<file path="src/rtl/avalon_mm_pkg.sv">
// ---------------------------------------------------------------------------
// avalon_mm_pkg
// Shared types and constants for the Avalon-MM master adapter that bridges
// the RISC-V load/store unit onto the mm_bridge slave port.
//   - avm_state_e      : command FSM states (IDLE, CMD)
//   - AVM_ADDR_W_DEF   : default byte-address width
//   - AVM_DATA_W_DEF   : default data width
//   - AVM_TIMEOUT_DATA : data returned to the CPU when a read is abandoned
//                        by the response watchdog (AVM_TIMEOUT_EN builds)
// ---------------------------------------------------------------------------
package avalon_mm_pkg;

  localparam int AVM_ADDR_W_DEF = 28;
  localparam int AVM_DATA_W_DEF = 32;

  localparam logic [31:0] AVM_TIMEOUT_DATA = 32'hDEAD_BEEF;

  typedef enum logic [0:0] {
    IDLE = 1'b0,
    CMD  = 1'b1
  } avm_state_e;

endpackage

</file>
<file path="src/rtl/avalon_mm_master_if.sv">
// ---------------------------------------------------------------------------
// avalon_mm_master_if
// Avalon-MM command/response signal bundle between the adapter (master) and
// the mm_bridge slave port.
//   master modport drives : avm_address, avm_read, avm_write, avm_writedata,
//                           avm_byteenable, avm_burstcount, avm_debugaccess
//   master modport samples: avm_waitrequest, avm_readdata, avm_readdatavalid
// Parameters: ADDR_W (byte address width), DATA_W (data width, byteenable is
// DATA_W/8 bits).
// ---------------------------------------------------------------------------
interface avalon_mm_master_if
  import avalon_mm_pkg::*;
#(
  parameter int ADDR_W = AVM_ADDR_W_DEF,
  parameter int DATA_W = AVM_DATA_W_DEF
) ();

  logic [ADDR_W-1:0]   avm_address;
  logic                avm_read;
  logic                avm_write;
  logic [DATA_W-1:0]   avm_writedata;
  logic [DATA_W/8-1:0] avm_byteenable;
  logic                avm_burstcount;
  logic                avm_debugaccess;
  logic                avm_waitrequest;
  logic [DATA_W-1:0]   avm_readdata;
  logic                avm_readdatavalid;

  modport master (
    output avm_address, avm_read, avm_write, avm_writedata, avm_byteenable,
           avm_burstcount, avm_debugaccess,
    input  avm_waitrequest, avm_readdata, avm_readdatavalid
  );

  modport slave (
    input  avm_address, avm_read, avm_write, avm_writedata, avm_byteenable,
           avm_burstcount, avm_debugaccess,
    output avm_waitrequest, avm_readdata, avm_readdatavalid
  );

endinterface

</file>
<file path="src/rtl/avm_pending_ctr.sv">
// ---------------------------------------------------------------------------
// avm_pending_ctr
// Tracks the number of reads issued on the bus whose response has not yet
// returned, and (when built with AVM_TIMEOUT_EN) a response watchdog that
// retires the oldest outstanding read if no response arrives in time.
// Ports:
//   clk, rst_n  : clock, asynchronous active-low reset
//   inc         : a read command was accepted by the bus this cycle
//   rsp         : avm_readdatavalid this cycle
//   full        : outstanding count equals MAX_PENDING
//   empty       : no read outstanding
//   room_next   : the count after this cycle's updates is below MAX_PENDING
//   unexpected  : a response arrived with nothing outstanding
//   timeout     : watchdog retires the oldest read this cycle
// Optional feature macro: AVM_TIMEOUT_EN (watchdog present when defined).
// ---------------------------------------------------------------------------
module avm_pending_ctr #(
  parameter int  MAX_PENDING = 4,
  parameter int  TIMEOUT_CYC = 1024,
  localparam int CNT_W       = $clog2(MAX_PENDING + 1)
) (
  input  logic clk,
  input  logic rst_n,
  input  logic inc,
  input  logic rsp,
  output logic full,
  output logic empty,
  output logic room_next,
  output logic unexpected,
  output logic timeout
);

  localparam logic [CNT_W-1:0] MAX_C = CNT_W'(MAX_PENDING);

  logic [CNT_W-1:0] count_r;
  logic [CNT_W-1:0] count_next_s;
  logic             empty_s;
  logic             dec_s;
  logic             timeout_s;

  assign empty_s = (count_r == {CNT_W{1'b0}});

  // A response only retires a read if one is actually outstanding.
  assign dec_s = (rsp && !empty_s) || timeout_s;

`ifdef AVM_TIMEOUT_EN
  localparam int             WD_W    = $clog2(TIMEOUT_CYC);
  // The accept cycle itself is not seen by the counter (pending rises one
  // cycle later), so firing at TIMEOUT_CYC-2 lands the retire strobe
  // TIMEOUT_CYC-1 cycles after accept and cpu_rvalid TIMEOUT_CYC after.
  localparam logic [WD_W-1:0] WD_LAST = WD_W'(TIMEOUT_CYC - 2);

  logic [WD_W-1:0] wd_r;

  // Watchdog age: restarts on every response, retire, or while idle.
  always_ff @(posedge clk or negedge rst_n) begin
    if (!rst_n) begin
      wd_r <= {WD_W{1'b0}};
    end else if (empty_s || rsp || timeout_s) begin
      wd_r <= {WD_W{1'b0}};
    end else begin
      wd_r <= wd_r + WD_W'(1);
    end
  end

  assign timeout_s = !empty_s && !rsp && (wd_r == WD_LAST);
`else
  assign timeout_s = 1'b0;
`endif

  // Next outstanding count; simultaneous accept and retire cancel out.
  always_comb begin
    count_next_s = count_r;
    case ({inc, dec_s})
      2'b10:   count_next_s = count_r + CNT_W'(1);
      2'b01:   count_next_s = count_r - CNT_W'(1);
      default: count_next_s = count_r;
    endcase
  end

  // Outstanding read count register.
  always_ff @(posedge clk or negedge rst_n) begin
    if (!rst_n) begin
      count_r <= {CNT_W{1'b0}};
    end else begin
      count_r <= count_next_s;
    end
  end

  assign full       = (count_r == MAX_C);
  assign empty      = empty_s;
  assign room_next  = (count_next_s < MAX_C);
  assign unexpected = rsp && empty_s;
  assign timeout    = timeout_s;

endmodule

</file>
<file path="src/rtl/avalon_mm_master.sv">
// ---------------------------------------------------------------------------
// avalon_mm_master
// Adapter from the CPU load/store request interface to an Avalon-MM master.
// Each accepted CPU request becomes a single-word read or write command that
// is held on the bus while avm_waitrequest is high. Reads may be pipelined up
// to MAX_PENDING deep; responses return in order on cpu_rvalid/cpu_rdata one
// cycle after avm_readdatavalid. Burstcount is always 1.
// Ports:
//   clk_clk, reset_reset_n : clock, asynchronous active-low reset
//   cpu_req/cpu_we/cpu_addr/cpu_wdata/cpu_be : CPU request
//   cpu_ready  : request accepted when cpu_req & cpu_ready
//   cpu_rvalid/cpu_rdata : read data, one pulse per read
//   cpu_wdone  : pulse one cycle after a write is accepted by the bus
//   cpu_err    : sticky; unexpected response or watchdog retire
//   avm        : Avalon-MM bus (avalon_mm_master_if.master)
// Optional feature macro: AVM_TIMEOUT_EN (read-response watchdog).
// ---------------------------------------------------------------------------
module avalon_mm_master
  import avalon_mm_pkg::*;
#(
  parameter int ADDR_W      = AVM_ADDR_W_DEF,
  parameter int DATA_W      = AVM_DATA_W_DEF,
  parameter int MAX_PENDING = 4,
  parameter int TIMEOUT_CYC = 1024
) (
  input  logic                clk_clk,
  input  logic                reset_reset_n,
  input  logic                cpu_req,
  input  logic                cpu_we,
  input  logic [ADDR_W-1:0]   cpu_addr,
  input  logic [DATA_W-1:0]   cpu_wdata,
  input  logic [DATA_W/8-1:0] cpu_be,
  output logic                cpu_ready,
  output logic                cpu_rvalid,
  output logic [DATA_W-1:0]   cpu_rdata,
  output logic                cpu_wdone,
  output logic                cpu_err,
  avalon_mm_master_if.master  avm
);

  localparam int BE_W = DATA_W / 8;
  // Commands are always word aligned on the bus.
  localparam logic [ADDR_W-1:0] ADDR_MASK = {{(ADDR_W-2){1'b1}}, 2'b00};

  avm_state_e        state_r;
  avm_state_e        state_next_s;
  logic              load_s;
  logic              cpu_ready_s;
  logic              bus_acc_s;
  logic              read_acc_s;
  logic              pend_full_s;
  logic              pend_empty_s;
  logic              room_next_s;
  logic              unexpected_s;
  logic              timeout_s;
  logic              rsp_fwd_s;

  logic [ADDR_W-1:0] addr_r;
  logic [DATA_W-1:0] wdata_r;
  logic [BE_W-1:0]   be_r;
  logic              read_r;
  logic              write_r;
  logic              rvalid_r;
  logic [DATA_W-1:0] rdata_r;
  logic              wdone_r;
  logic              err_r;

  // Kept outside the FSM block so the counter's room_next (which depends on
  // it) does not feed back into the same combinational process.
  assign bus_acc_s  = (state_r == CMD) && !avm.avm_waitrequest;
  assign read_acc_s = bus_acc_s && read_r;
  assign rsp_fwd_s  = avm.avm_readdatavalid && !pend_empty_s;

  avm_pending_ctr #(
    .MAX_PENDING (MAX_PENDING),
    .TIMEOUT_CYC (TIMEOUT_CYC)
  ) u_pending (
    .clk        (clk_clk),
    .rst_n      (reset_reset_n),
    .inc        (read_acc_s),
    .rsp        (avm.avm_readdatavalid),
    .full       (pend_full_s),
    .empty      (pend_empty_s),
    .room_next  (room_next_s),
    .unexpected (unexpected_s),
    .timeout    (timeout_s)
  );

  // FSM next state, CPU handshake and command-capture strobe.
  always_comb begin
    state_next_s = state_r;
    load_s       = 1'b0;
    cpu_ready_s  = 1'b0;
    case (state_r)
      IDLE: begin
        cpu_ready_s = !pend_full_s;
        if (cpu_req && cpu_ready_s) begin
          load_s       = 1'b1;
          state_next_s = CMD;
        end else begin
          state_next_s = IDLE;
        end
      end
      CMD: begin
        if (avm.avm_waitrequest) begin
          cpu_ready_s  = 1'b0;
          state_next_s = CMD;
        end else begin
          // Command leaves the bus now; a new one may replace it directly,
          // judged against the outstanding count after this cycle.
          cpu_ready_s = room_next_s;
          if (cpu_req && cpu_ready_s) begin
            load_s       = 1'b1;
            state_next_s = CMD;
          end else begin
            state_next_s = IDLE;
          end
        end
      end
      default: begin
        state_next_s = IDLE;
      end
    endcase
  end

  // FSM state register.
  always_ff @(posedge clk_clk or negedge reset_reset_n) begin
    if (!reset_reset_n) begin
      state_r <= IDLE;
    end else begin
      state_r <= state_next_s;
    end
  end

  // Command registers: captured on accept, held while the slave stalls.
  always_ff @(posedge clk_clk or negedge reset_reset_n) begin
    if (!reset_reset_n) begin
      addr_r  <= {ADDR_W{1'b0}};
      wdata_r <= {DATA_W{1'b0}};
      be_r    <= {BE_W{1'b0}};
      read_r  <= 1'b0;
      write_r <= 1'b0;
    end else if (load_s) begin
      addr_r  <= cpu_addr & ADDR_MASK;
      wdata_r <= cpu_wdata;
      be_r    <= cpu_be;
      read_r  <= !cpu_we;
      write_r <= cpu_we;
    end else if (bus_acc_s) begin
      read_r  <= 1'b0;
      write_r <= 1'b0;
    end
  end

  // CPU-side response registers and the sticky error flag.
  always_ff @(posedge clk_clk or negedge reset_reset_n) begin
    if (!reset_reset_n) begin
      rvalid_r <= 1'b0;
      rdata_r  <= {DATA_W{1'b0}};
      wdone_r  <= 1'b0;
      err_r    <= 1'b0;
    end else begin
      rvalid_r <= rsp_fwd_s || timeout_s;
      if (rsp_fwd_s) begin
        rdata_r <= avm.avm_readdata;
      end else if (timeout_s) begin
        rdata_r <= DATA_W'(AVM_TIMEOUT_DATA);
      end
      wdone_r <= bus_acc_s && write_r;
      if (unexpected_s || timeout_s) begin
        err_r <= 1'b1;
      end
    end
  end

  assign cpu_ready  = cpu_ready_s;
  assign cpu_rvalid = rvalid_r;
  assign cpu_rdata  = rdata_r;
  assign cpu_wdone  = wdone_r;
  assign cpu_err    = err_r;

  assign avm.avm_address     = addr_r;
  assign avm.avm_read        = read_r;
  assign avm.avm_write       = write_r;
  assign avm.avm_writedata   = wdata_r;
  assign avm.avm_byteenable  = be_r;
  assign avm.avm_burstcount  = 1'b1;
  assign avm.avm_debugaccess = 1'b0;

endmodule
</file>
<file path="src/flat_wrapper.sv">
// flat-port wrapper written by rule: the top's interface ports become plain ports
module avalon_mm_master_flat import avalon_mm_pkg::*;
#(
  parameter int ADDR_W      = AVM_ADDR_W_DEF,
  parameter int DATA_W      = AVM_DATA_W_DEF,
  parameter int MAX_PENDING = 4,
  parameter int TIMEOUT_CYC = 1024
)
  (clk_clk, reset_reset_n, cpu_req, cpu_we, cpu_addr, cpu_wdata, cpu_be, cpu_ready, cpu_rvalid, cpu_rdata, cpu_wdone, cpu_err, avm_avm_address, avm_avm_read, avm_avm_write, avm_avm_writedata, avm_avm_byteenable, avm_avm_burstcount, avm_avm_debugaccess, avm_avm_waitrequest, avm_avm_readdata, avm_avm_readdatavalid);
  avalon_mm_master_if #(.ADDR_W(ADDR_W), .DATA_W(DATA_W)) avm_i ();
  input  logic clk_clk;
  input  logic reset_reset_n;
  input  logic cpu_req;
  input  logic cpu_we;
  input  logic [ADDR_W-1:0] cpu_addr;
  input  logic [DATA_W-1:0] cpu_wdata;
  input  logic [DATA_W/8-1:0] cpu_be;
  output logic cpu_ready;
  output logic cpu_rvalid;
  output logic [DATA_W-1:0] cpu_rdata;
  output logic cpu_wdone;
  output logic cpu_err;
  output wire logic [$bits(avm_i.avm_address)-1:0] avm_avm_address;
  output wire logic [$bits(avm_i.avm_read)-1:0] avm_avm_read;
  output wire logic [$bits(avm_i.avm_write)-1:0] avm_avm_write;
  output wire logic [$bits(avm_i.avm_writedata)-1:0] avm_avm_writedata;
  output wire logic [$bits(avm_i.avm_byteenable)-1:0] avm_avm_byteenable;
  output wire logic [$bits(avm_i.avm_burstcount)-1:0] avm_avm_burstcount;
  output wire logic [$bits(avm_i.avm_debugaccess)-1:0] avm_avm_debugaccess;
  input wire logic [$bits(avm_i.avm_waitrequest)-1:0] avm_avm_waitrequest;
  input wire logic [$bits(avm_i.avm_readdata)-1:0] avm_avm_readdata;
  input wire logic [$bits(avm_i.avm_readdatavalid)-1:0] avm_avm_readdatavalid;
  assign avm_avm_address = avm_i.avm_address;
  assign avm_avm_read = avm_i.avm_read;
  assign avm_avm_write = avm_i.avm_write;
  assign avm_avm_writedata = avm_i.avm_writedata;
  assign avm_avm_byteenable = avm_i.avm_byteenable;
  assign avm_avm_burstcount = avm_i.avm_burstcount;
  assign avm_avm_debugaccess = avm_i.avm_debugaccess;
  assign avm_i.avm_waitrequest = avm_avm_waitrequest;
  assign avm_i.avm_readdata = avm_avm_readdata;
  assign avm_i.avm_readdatavalid = avm_avm_readdatavalid;
  avalon_mm_master #(.ADDR_W(ADDR_W), .DATA_W(DATA_W), .MAX_PENDING(MAX_PENDING), .TIMEOUT_CYC(TIMEOUT_CYC)) u_core (.clk_clk(clk_clk), .reset_reset_n(reset_reset_n), .cpu_req(cpu_req), .cpu_we(cpu_we), .cpu_addr(cpu_addr), .cpu_wdata(cpu_wdata), .cpu_be(cpu_be), .cpu_ready(cpu_ready), .cpu_rvalid(cpu_rvalid), .cpu_rdata(cpu_rdata), .cpu_wdone(cpu_wdone), .cpu_err(cpu_err), .avm(avm_i));
endmodule
</file>
<file path="config.mk">
export PLATFORM = sky130hd
export DESIGN_NAME = avalon_mm_master_flat
export DESIGN_NICKNAME = d
export VERILOG_FILES = /design/src/rtl/avalon_mm_pkg.sv /design/src/rtl/avalon_mm_master_if.sv /design/src/rtl/avm_pending_ctr.sv /design/src/rtl/avalon_mm_master.sv /design/src/flat_wrapper.sv
export SDC_FILE = /design/constraint.sdc
export NUM_CORES = 1
export LEC_CHECK = 0
export ABC_AREA = 0
export CAP_MARGIN = 10
export CORE_ASPECT_RATIO = 2
export CORE_MARGIN = 10
export CORE_UTILIZATION = 40
export CTS_CLUSTER_SIZE = 12
export DETAILED_ROUTE_END_ITERATION = 12
export PLACE_DENSITY = 0.8
export SYNTH_ARGS = -nofsm -noshare
export SYNTH_HDL_FRONTEND = slang
export SYNTH_SLANG_ARGS = --single-unit
</file>
<file path="constraint.sdc">
create_clock -name clk_clk -period 4.35 [get_ports clk_clk]
set_input_delay 0.87 -clock clk_clk [delete_from_list [all_inputs] [get_ports clk_clk]]
set_output_delay 0.87 -clock clk_clk [all_outputs]
set_load 0.03 [all_outputs]
</file>
==> flow_metrics.tcl <==
set metrics [dict create \
    slew-limit-headroom_pct 30.14 \
    global_route.usage.total_pct 15.40 \
    cts-root-buf "clkbuf_16" \
    yosys_warnings 0 \
    syn_avg_cell_area_um2 16.54 \
    synth_async_sr_flop_share_pct 100.0 \
    synth_sequential_area_ratio_pct 64.68 \
    post_synth_instance_area_um2 3985 \
    drtIter0Drc 61 \
    timing.final.setup_violations 0 \
    fp.dieH_um 161.2 \
    reg2reg_setup_slack_ns 1.28 \
    placementRows 51 \
    ys_types 28 \
    ir_worst_vdd_uv 463.3 \
    grt_pass1_wl_um 17410 \
    drc_errors 0 \
    first_global_vias 3134 \
    chipWidth_um 90.58 \
    crit_path_cell_trace "clkdlybuf4s50_1 > and2b_1 > nand2_1 > ha_1 > fa_1 > xnor2_1 > o22ai_1 > or2_2 > dlygate4sd2_1" \
    hold_path_class "reg -> reg" \
    post_synth_fa_ha_maj_area_fraction_pct 0.8163 \
    dpl.cell_count 569 \
    worst_skew_pair.late_latency_ns 0.34 \
    crit_fanout 3 \
    hold_buffers 0 \
    rsz0062_at_grt "no" \
    required_ns 3.48 \
    most_common_cell_in_the_netlist "dfrtp_1" \
    finalHoldViolations 0 \
    place.gp.congestion 0.7599 \
    worst-setup-path-type "in -> out" \
    highest_clock_frequency_the_design_can_meet_mhz 236.6 \
    synth_top_area_share_pct 64.68 \
    clock_net_sink_count 103 \
    flip_flop_and_latch_count_after_synthesis 103 \
    yosysTopAreaCell "dfrtp_1" \
    cts_resized 1 \
    critical_path.slowest_cell "clkdlybuf4s50_1" \
    ys_top_cells_by_count "103 x dfrtp_1, 95 x mux2_2, 6 x buf_6" \
    post_synth_and_or_nand_nor_area_fraction_pct 1.758 \
    endpoint_kind "primary output" \
    totalPowerFinal_mw 5.240 \
    floorplan.initialDensity_pct 40.82 \
    global_route.overflow_total 0 \
    port_buffers 199 \
    status "completed" \
    cap_viol_max_count 0 \
    timing.critical_path.arrival_ns 3.36 \
    floorplan.io_pins 206 \
    cts_tree "yes" \
    fin_cells 582 \
    core_um2 9763 \
    finalWorstSetupSlack_ns 0.1234 \
    largest_family_of_logic_cells_by_synthesized_area "multiplexers" \
    synthXorXnorAreaFrac_pct 0.6593 \
    layout-drive-gt1-share_pct 26.89 \
    worst_setup_hold_path_clk_slew_ns 0.06 \
    post_drt_wl_per_cell_um 19.51 \
    synthesis.instances 241 \
    worst_clock_skew_ns 0.007795 \
    timing.critical_path.from_type "primary input" \
    tightestPinTransition_ns 1.048 \
    worst_path_largest_cell_delay_ns 0.45 \
    top_flip_flop_cell_by_instance_count_after_synthesis "dfrtp_1" \
    slew_violations 0 \
    area_delta_synth_final_pct 62.01 \
    cts_buffer_depth 2 \
    antenna_cells 0 \
    design.die.area_um2 14600 \
    synth_enable_flop_cells 0 \
    detailed_place_hpwl_um 9080 \
    detail_route.vias_per_cell 4.651 \
    p_per_area_nw_per_um2 811.6 \
    dpl_worst_slack_ns -0.09630 \
    finalCritPeriodShare_pct 97.16 \
    first_pass_iters 4 \
    antenna_left 0 \
    synth_compound_gate_area_share_pct 1.915 \
    total_leakage_power_nw 2.687 \
    nets_final 552 \
    synth.area.top_cells "dfrtp_1 65%, mux2_2 27%, buf_6 1.7%, buf_4 0.75%, xnor2_1 0.66%" \
    routed_wirelength_um 11360 \
    cts-buffers-inserted 9 \
    antenna_found_initial 0 \
    finalWorstPathRequiredPeriod_ns 4.227 \
    routed-via-count 2707 \
    grt_max_degree 87 \
    synth.mux.area_fraction_pct 26.84 \
    post-cts-setup-buffers 0 \
    htreeDepth 3 \
]
## final timing paths
path / start / end / depth (start not counted)
worst max-delay path: avm_avm_waitrequest / cpu_ready / 9
worst min-delay path: u_core.cpu_err$_DFFE_PN0P_ / u_core.cpu_err$_DFFE_PN0P_ / 1
worst max register to register: u_core.u_pending.count_r[0]$_DFFE_PN0N_ / u_core.avm.avm_address[22]$_DFFE_PN0P_ / 10
max in group asynchronous: reset_reset_n / u_core.u_pending.count_r[0]$_DFFE_PN0N_ / 2
worst min register to register: u_core.cpu_err$_DFFE_PN0P_ / u_core.cpu_err$_DFFE_PN0P_ / 1
min in group asynchronous: reset_reset_n / u_core.avm.avm_address[7]$_DFFE_PN0P_ / 1
## metal layers
metal | wire length [µm] | vias up | GRT usage, %
li1 | - | 1245 | -
met1 | 3599 | 1341 | 13.52
met2 | 6682 | 107 | 29.86
met3 | 814 | 14 | 5.292
met4 | 259 | 0 | 7.132
met5 | 0 | - | 0
## metrics by stage
| stage | hold WS (ns) | cell area [µm²] | setup TNS [ns] | util, % |
|---|---|---|---|---|
| 4_1_cts | 0.4990 | 6456 | 0 | 66.13 |
| 6_report | 0.4839 | 6456 | 0 | 66.13 |
| 3_3_place_gp | 0.4776 | 6135 | 0 | 62.83 |
| 5_1_grt | 0.5134 | 6456 | 0 | 66.13 |
| 2_1_floorplan | 0.5276 | 3993 | 0 | - |
| 3_5_place_dp | 0.4846 | 6135 | -0.09630 | 62.83 |
## cell usage in the layout (no fill, tap or decap)
| cell type | synthesis | layout |
|---|---|---|
| dfrtp_1 | 103 | 103 |
| a22oi_1 | 1 | 1 |
| and2_1 | 1 | 1 |
| buf_4 | 4 | 7 |
| a32o_1 | 1 | 1 |
| buf_12 | 0 | 3 |
| o21ai_4 | 1 | 1 |
| fa_1 | 1 | 1 |
| nor2_1 | 2 | 2 |
| nand2_1 | 2 | 2 |
| xnor2_1 | 3 | 3 |
| and2b_1 | 1 | 1 |
| o211a_1 | 1 | 1 |
| o21ai_0 | 1 | 1 |
| nor3_1 | 1 | 1 |
| nand4bb_1 | 1 | 1 |
| clkinvlp_4 | 0 | 1 |
| ha_1 | 1 | 1 |
| a21o_1 | 1 | 1 |
| inv_1 | 2 | 2 |
| clkbuf_16 | 0 | 9 |
| dlygate4sd2_1 | 0 | 1 |
| o2bb2ai_1 | 1 | 1 |
| mux2_2 | 95 | 95 |
| nand2b_1 | 1 | 1 |
| or2_2 | 1 | 1 |
| conb_1 | 2 | 4 |
| o22ai_1 | 1 | 1 |
| nor3b_2 | 1 | 1 |
| a21oi_1 | 1 | 1 |
| clkdlybuf4s50_1 | 0 | 197 |
| bufinv_16 | 0 | 3 |
## area by class of cell
| cell class | instances | area (µm²) |
|---|---|---|
| Fill cell | 762 | 3307 |
| Clock buffer | 9 | 225.2 |
| Inverter | 2 | 7.507 |
| Clock inverter | 4 | 97.59 |
| Timing Repair Buffer | 208 | 2093 |
| Sequential cell | 103 | 2577 |
| Tap cell | 132 | 165.2 |
| Multi-Input combinational cell | 124 | 1290 |
## critical path: cells and delay by family
| kind | cells | cell delay, ns |
|---|---|---|
| XOR/XNOR | 1 | 0.25 |
| AND/OR/NAND/NOR | 3 | 0.66 |
| adder cells (fa/ha/maj) | 2 | 0.59 |
| buffers and inverters | 2 | 0.82 |
| AO/OA/AOI/OAI | 1 | 0.17 |
## power by group
part | internal, mW | switching [mW]
clock | 0.553 | 0.335
sequential | 1.39 | 0.224
combinational | 1.30 | 1.44
total | 3.24 | 2.00
## registers in the layout, summed over array words and instances, names as in the netlist
register	flops
u_core.avm.avm_writedata	32
u_core.cpu_rdata	32
u_core.avm.avm_address	26
u_core.avm.avm_byteenable	4
u_core.u_pending.count_r	3
u_core.avm.avm_read	1
u_core.avm.avm_write	1
u_core.cpu_err	1
u_core.cpu_rvalid	1
u_core.cpu_wdone	1
u_core.state_r	1
## kinds of logic (layout without fill, tap and decap cells)
logic type | after synthesis | in the layout
flops | 103 | 103
simple gates | 11 | 11
buf+inv | 16 | 223
compound gates | 9 | 9
fa+ha+maj | 2 | 2
mux | 95 | 95
other cells | 2 | 4
xor+xnor | 3 | 3
(Power assumes the default switching activity.)
==> RTL change 1, RTL diff (config.mk and constraints unchanged) <==
Add a define of `AVM_TIMEOUT_EN`.
--- a/src/rtl/avm_pending_ctr.sv
+++ b/src/rtl/avm_pending_ctr.sv
@@ -16,2 +16,4 @@
 // ---------------------------------------------------------------------------
+`define AVM_TIMEOUT_EN
+
 module avm_pending_ctr #(
Behaviour: no difference found for any inputs over 10 cycles, from zero or initial values and one cycle with reset_reset_n low; that may be too few to reach the edited logic, so the function may still have changed.
==> RTL change 1 against the unedited design <==
- power is 14% higher
- count of clock-buffer cells in the layout up 11
- cell count is 20% higher
- via count up 26%
- wire length grew 18%
- setup slack better by 0.067 ns
- area after synthesis rose by 13%
- critical path depth is 1 higher
- sequential cell count is 10 higher
- design area is 13% higher
==> RTL change 1: results (changes against the unedited design) <==
=====================================================================================
Max-slew headroom                                                              45.37%   +15 points
Top cells by instance count after synthesis                              sky130_fd_sc_hd__dfrtp_1, sky130_fd_sc_hd__mux2_2, sky130_fd_sc_hd__nand2_1
Count of antenna diodes in the layout                                               0   unchanged
Fraction of layout cells with a size suffix above 1                            18.96%   -7.9 points
Top fanout value on the critical path                                               5   +2
Cts bufs inserted                                                                  17   +8
Register-to-Register Setup Slack                                              0.84 ns   -0.44 ns
Via Count                                                                        3421   +26%
Post-DP Area                                                               6670 sq um   +8.7%
Psw                                                                          2.210 mW   +11%
Family with the most delay on the worst path                             simple AND/OR/NAND/NOR gates
Fillers                                                                           847   +11%
Via count of the first global-routing pass                                       3909   +25%
Clock Latency Late Sink                                                       0.40 ns   +0.06 ns
Half-perimeter wire length after placement                                   10.51 mm   +16%
Port bufs                                                                         199   unchanged
Maximum number of pins on one net before global-route repair                       68   -22%
Hold endpoint                                                            u_core.u_pending.wd_r[0]$_DFF_PN0_
Wirelength, routed                                                           13.38 mm   +18%
Overall global routing resource usage                                          16.61%   +1.2 points
Setup crit start                                                         u_core.u_pending.count_r[0]$_DFFE_PN0N_
Post-Route Skew                                                           0.007174 ns   -0.0006209 ns
Netlist cell types                                                                 39   +39%
Top cells by area, synth                                                 sky130_fd_sc_hd__dfrtp_1, sky130_fd_sc_hd__mux2_2, sky130_fd_sc_hd__mux2_1, sky130_fd_sc_hd__nand2_1, sky130_fd_sc_hd__o22a_1
Count of routing violations after the opening detailed-route iteration             75   +23%
Lkg Pwr                                                                      3.127 nW   +16%
Standard cell with the maximum stage delay on the critical path          sky130_fd_sc_hd__dfrtp_1
Proportion of netlist area held by the largest area contributor                62.53%   -2.1 points
Min-Delay Path Depth                                                                1   unchanged
Outcome                                                                  complete, no violations
H-tree levels                                                                       4   +1
Reg2Reg Capture Point                                                    u_core.avm.avm_writedata[8]$_DFFE_PN0P_
Peak ir drop on the vdd network                                              500.9 uV   +8.1%
Final Wtd Congestion                                                           0.7848   +3.3%
Depth of the worst register-to-register path                                       11   +1
Warning count from the yosys run                                                    0   unchanged
First-pass GRT wire length                                                   20.77 mm   +19%
Fraction of the yosys area taken by sequential cells                           62.53%   -2.1 points
Origin of the worst min-delay path                                       u_core.u_pending.wd_r[0]$_DFF_PN0_
=====================================================================================
RTL change 1: changes by cell type after synthesis, moves of 11 or more:
cell and delta:
sky130_fd_sc_hd__mux2_2 -44, sky130_fd_sc_hd__o22a_1 +11, sky130_fd_sc_hd__mux2_1 +12, sky130_fd_sc_hd__nand2_1 +33, sky130_fd_sc_hd__nand3_1 +17, sky130_fd_sc_hd__nor2_1 +12
RTL change 1: timing repair:
| action | 4_1_cts | 5_1_grt |
|---|---|---|
| gates resized for setup | 0 | 3 |
| setup endpoints to repair | 0 | 1 |
| hold buffers | 0 | 0 |
RTL change 1: metrics by stage:
step / hold slack [ns] / utilization [%] / instances / setup WS (ns)
after global placement: 0.4657 / 60.57 / 668 / 0.08937
final: 0.4830 / 66.37 / 699 / 0.1899
after CTS: 0.4851 / 66.18 / 699 / 0.03186
after detailed placement: 0.4655 / 60.57 / 668 / 0.05601
after floorplan: 0.4546 / - / 332 / 0.5299
after global routing: 0.4919 / 66.37 / 699 / 0.005510
RTL change 1: worst max-delay path by stage:
stage / end / slack, ns / cells past startpoint
4_1_cts: cpu_ready / 0.03 / 10
3_5_place_dp: cpu_ready / 0.06 / 10
3_3_place_gp: cpu_ready / 0.09 / 10
6_report: cpu_ready / 0.19 / 10
2_1_floorplan: cpu_ready / 0.53 / 10
5_1_grt: cpu_ready / 0.006 / 10
RTL change 1: routing by layer:
metal | up-vias | global-route usage (%) | part of all wire [%]
li1 | 1577 | - | -
met1 | 1667 | 15.06 | 32
met2 | 153 | 31.00 | 57
met3 | 24 | 6.214 | 9.5
met4 | 0 | 7.395 | 2.3
met5 | - | 0 | 0
RTL change 1: cells by family after synthesis:
kind of cell,after synthesis,share of synthesized area (%)
muxes,63,15.69
other,2,0.1661
adders and majority gates,4,1.273
DFF,113,62.53
and+or+nand+nor,82,8.246
buffers and inverters,22,3.542
xor gates and xnor gates,9,1.743
AOI/OAI and AO/OA,35,6.807
RTL change 1: final cells by class:
cell class | instances | area (sq um) | share of cell area [%]
flip-flops and latches | 113 | 2828 | 38.69
repair buffers | 213 | 2107 | 28.83
multi-input cells | 197 | 1560 | 21.35
clock buffers | 20 | 456.7 | 6.248
well taps | 140 | 175.2 | 2.396
clock inverters | 11 | 161.4 | 2.208
inverters | 5 | 21.27 | 0.2910
RTL change 1: power groups by stage:
stage          Sequential (mW)  Clock [mW]  Combinational, mW
2_1_floorplan             2.55           0              0.786
3_3_place_gp              1.72           0               2.75
3_5_place_dp              1.76           0               2.81
4_1_cts                   1.75        1.47               2.83
5_1_grt                   1.80        1.51               2.95
6_report                  1.74        1.43               2.80
==> RTL change 2, RTL diff (same settings) <==
Made on the original files. Put one more register stage on the output `cpu_err`, with the module's reset. The value now appears one clock later. The other outputs are not delayed to match.
--- a/src/rtl/avalon_mm_master.sv
+++ b/src/rtl/avalon_mm_master.sv
@@ -179,3 +179,9 @@
   assign cpu_wdone  = wdone_r;
-  assign cpu_err    = err_r;
+  always_ff @(posedge clk_clk or negedge reset_reset_n) begin
+    if (!reset_reset_n) begin
+      cpu_err <= '0;
+    end else begin
+      cpu_err <= err_r;
+    end
+  end
 
Behaviour: not the same (a bounded check fails within 4 cycles, from zero or initial values and one cycle with reset_reset_n low).
==> RTL change 2 against the unedited design <==
- power decreased by 2.1%
- first-iteration DRC count increased by 8.2%
- area after synthesis increased by 0.63%
- hold slack got worse by 0.088 ns
- wire length increased by 3.1%
- count of clock-buffer cells in the layout increased by 2
- design area decreased by 0.66%
- setup slack got worse by 0.0062 ns
- sequential cell count increased by 1
- cell count increased by 0.17%
- largest power group unchanged
==> RTL change 2: results (changes against the unedited design) <==
=================================================================================================================
Outcome                                                                                              complete, no violations
Count of routing violations after the opening detailed-route iteration                                         66   +8.2%
Metal2 WL                                                                                                7.026 mm   +5.1%
Top cells by area, synth                                                                             sky130_fd_sc_hd__dfrtp_1, sky130_fd_sc_hd__mux2_2, sky130_fd_sc_hd__buf_6, sky130_fd_sc_hd__buf_4, sky130_fd_sc_hd__xnor2_1
Arithmetic-cell share of the synthesized area counting full adders, half adders and majority gates        0.8112%   -0.0051 points
Fraction of the yosys area taken by sequential cells                                                       64.90%   +0.22 points
Peak ir drop on the vdd network                                                                          468.0 uV   +1.0%
Synth Register Bits                                                                                           104   +0.97%
Via count of the first global-routing pass                                                                   3196   +2.0%
Net count of the finished layout                                                                              551   -0.18%
Maximum number of pins on one net before global-route repair                                                   64   -26%
Origin of the worst min-delay path                                                                   u_core.err_r$_DFFE_PN0P_
Clock-cell share                                                                                           4.487%   -0.51 points
Met3 track utilization from global routing                                                                 5.757%   +0.46 points
Worst Setup Slack post-DPL                                                                             -0.1103 ns   -0.01401 ns
Via/cell ratio                                                                                              4.690   +0.82%
Average wire per cell in the routed design                                                               20.08 um   +2.9%
Internal power contribution                                                                              3.124 mW   -3.6%
Area of combinational cells with multiple inputs                                                       1297 sq um   +0.58%
Top cells by instance count after synthesis                                                          sky130_fd_sc_hd__dfrtp_1, sky130_fd_sc_hd__mux2_2, sky130_fd_sc_hd__buf_6
Post-route worst setup slack                                                                            0.1171 ns   -0.006227 ns
Lkg Pwr                                                                                                  2.665 nW   -0.82%
Power in the clock group                                                                                 0.786 mW   -11%
Routed wire length on met3                                                                                 777 um   -4.5%
Half-perimeter wire length after placement                                                               9.311 mm   +2.5%
Register-to-Register Setup Slack                                                                          1.37 ns   +0.09 ns
M1 wire length                                                                                           3.719 mm   +3.3%
Fraction of the mapped netlist area in compound gates                                                      1.903%   -0.012 points
Iteration count of the initial detailed-routing pass                                                            3   -1
Clock tree buffer count of the final layout                                                                    11   +2
Xor/xnor share of the synthesized area                                                                    0.6552%   -0.0041 points
Min-Delay Path Depth                                                                                            0   -1
M1 GR Usage                                                                                                14.04%   +0.52 points
Max-slew headroom                                                                                          46.91%   +17 points
Post-Route Skew                                                                                       0.007431 ns   -0.0003639 ns
Fillers                                                                                                       747   -2.0%
Met2 capacity usage during global routing                                                                  31.28%   +1.4 points
Non-clock buffer share of cell area                                                                        32.01%   -0.41 points
Final Wtd Congestion                                                                                       0.7539   -0.79%
=================================================================================================================
-- RTL change 2: timing repair --
action / in CTS / in global routing
setup buffers: 0 / 0
hold endpoints to repair: 0 / 0
gates resized for setup: 1 / 1
setup endpoints to repair: 1 / 1
-- RTL change 2: cells by family after synthesis --
logic type | count (synthesis)
DFF | 104
other | 2
and+or+nand+nor | 11
xor gates and xnor gates | 3
muxes | 95
buffers and inverters | 16
AOI/OAI and AO/OA | 9
adders and majority gates | 2
-- RTL change 2: stage by stage --
stage               TNS, ns  total power, mW  instance area [sq um]  std cells
floorplan                 0            3.218                   4018        244
finish                    0            5.130                   6414        583
CTS                       0            5.193                   6406        583
detailed placement  -0.1103            4.386                   6120        568
global route              0            5.373                   6414        583
global placement          0            4.316                   6120        568
-- RTL change 2: critical path, cell delays in order --
cell	delay (ns)
sky130_fd_sc_hd__clkdlybuf4s50_1	0.44
sky130_fd_sc_hd__and2b_1	0.23
sky130_fd_sc_hd__nand2_1	0.06
sky130_fd_sc_hd__ha_1	0.21
sky130_fd_sc_hd__fa_1	0.42
sky130_fd_sc_hd__xnor2_2	0.23
sky130_fd_sc_hd__o22ai_1	0.18
sky130_fd_sc_hd__or2_2	0.35
sky130_fd_sc_hd__dlygate4sd2_1	0.37
-- RTL change 2: worst min-delay path by stage --
stage	endpoint	slack, ns
floorplan	u_core.cpu_err$_DFF_PN0_	0.36
global placement	u_core.cpu_err$_DFF_PN0_	0.38
detailed placement	u_core.cpu_err$_DFF_PN0_	0.38
CTS	u_core.cpu_err$_DFF_PN0_	0.39
global route	u_core.cpu_err$_DFF_PN0_	0.41
finish	u_core.cpu_err$_DFF_PN0_	0.40
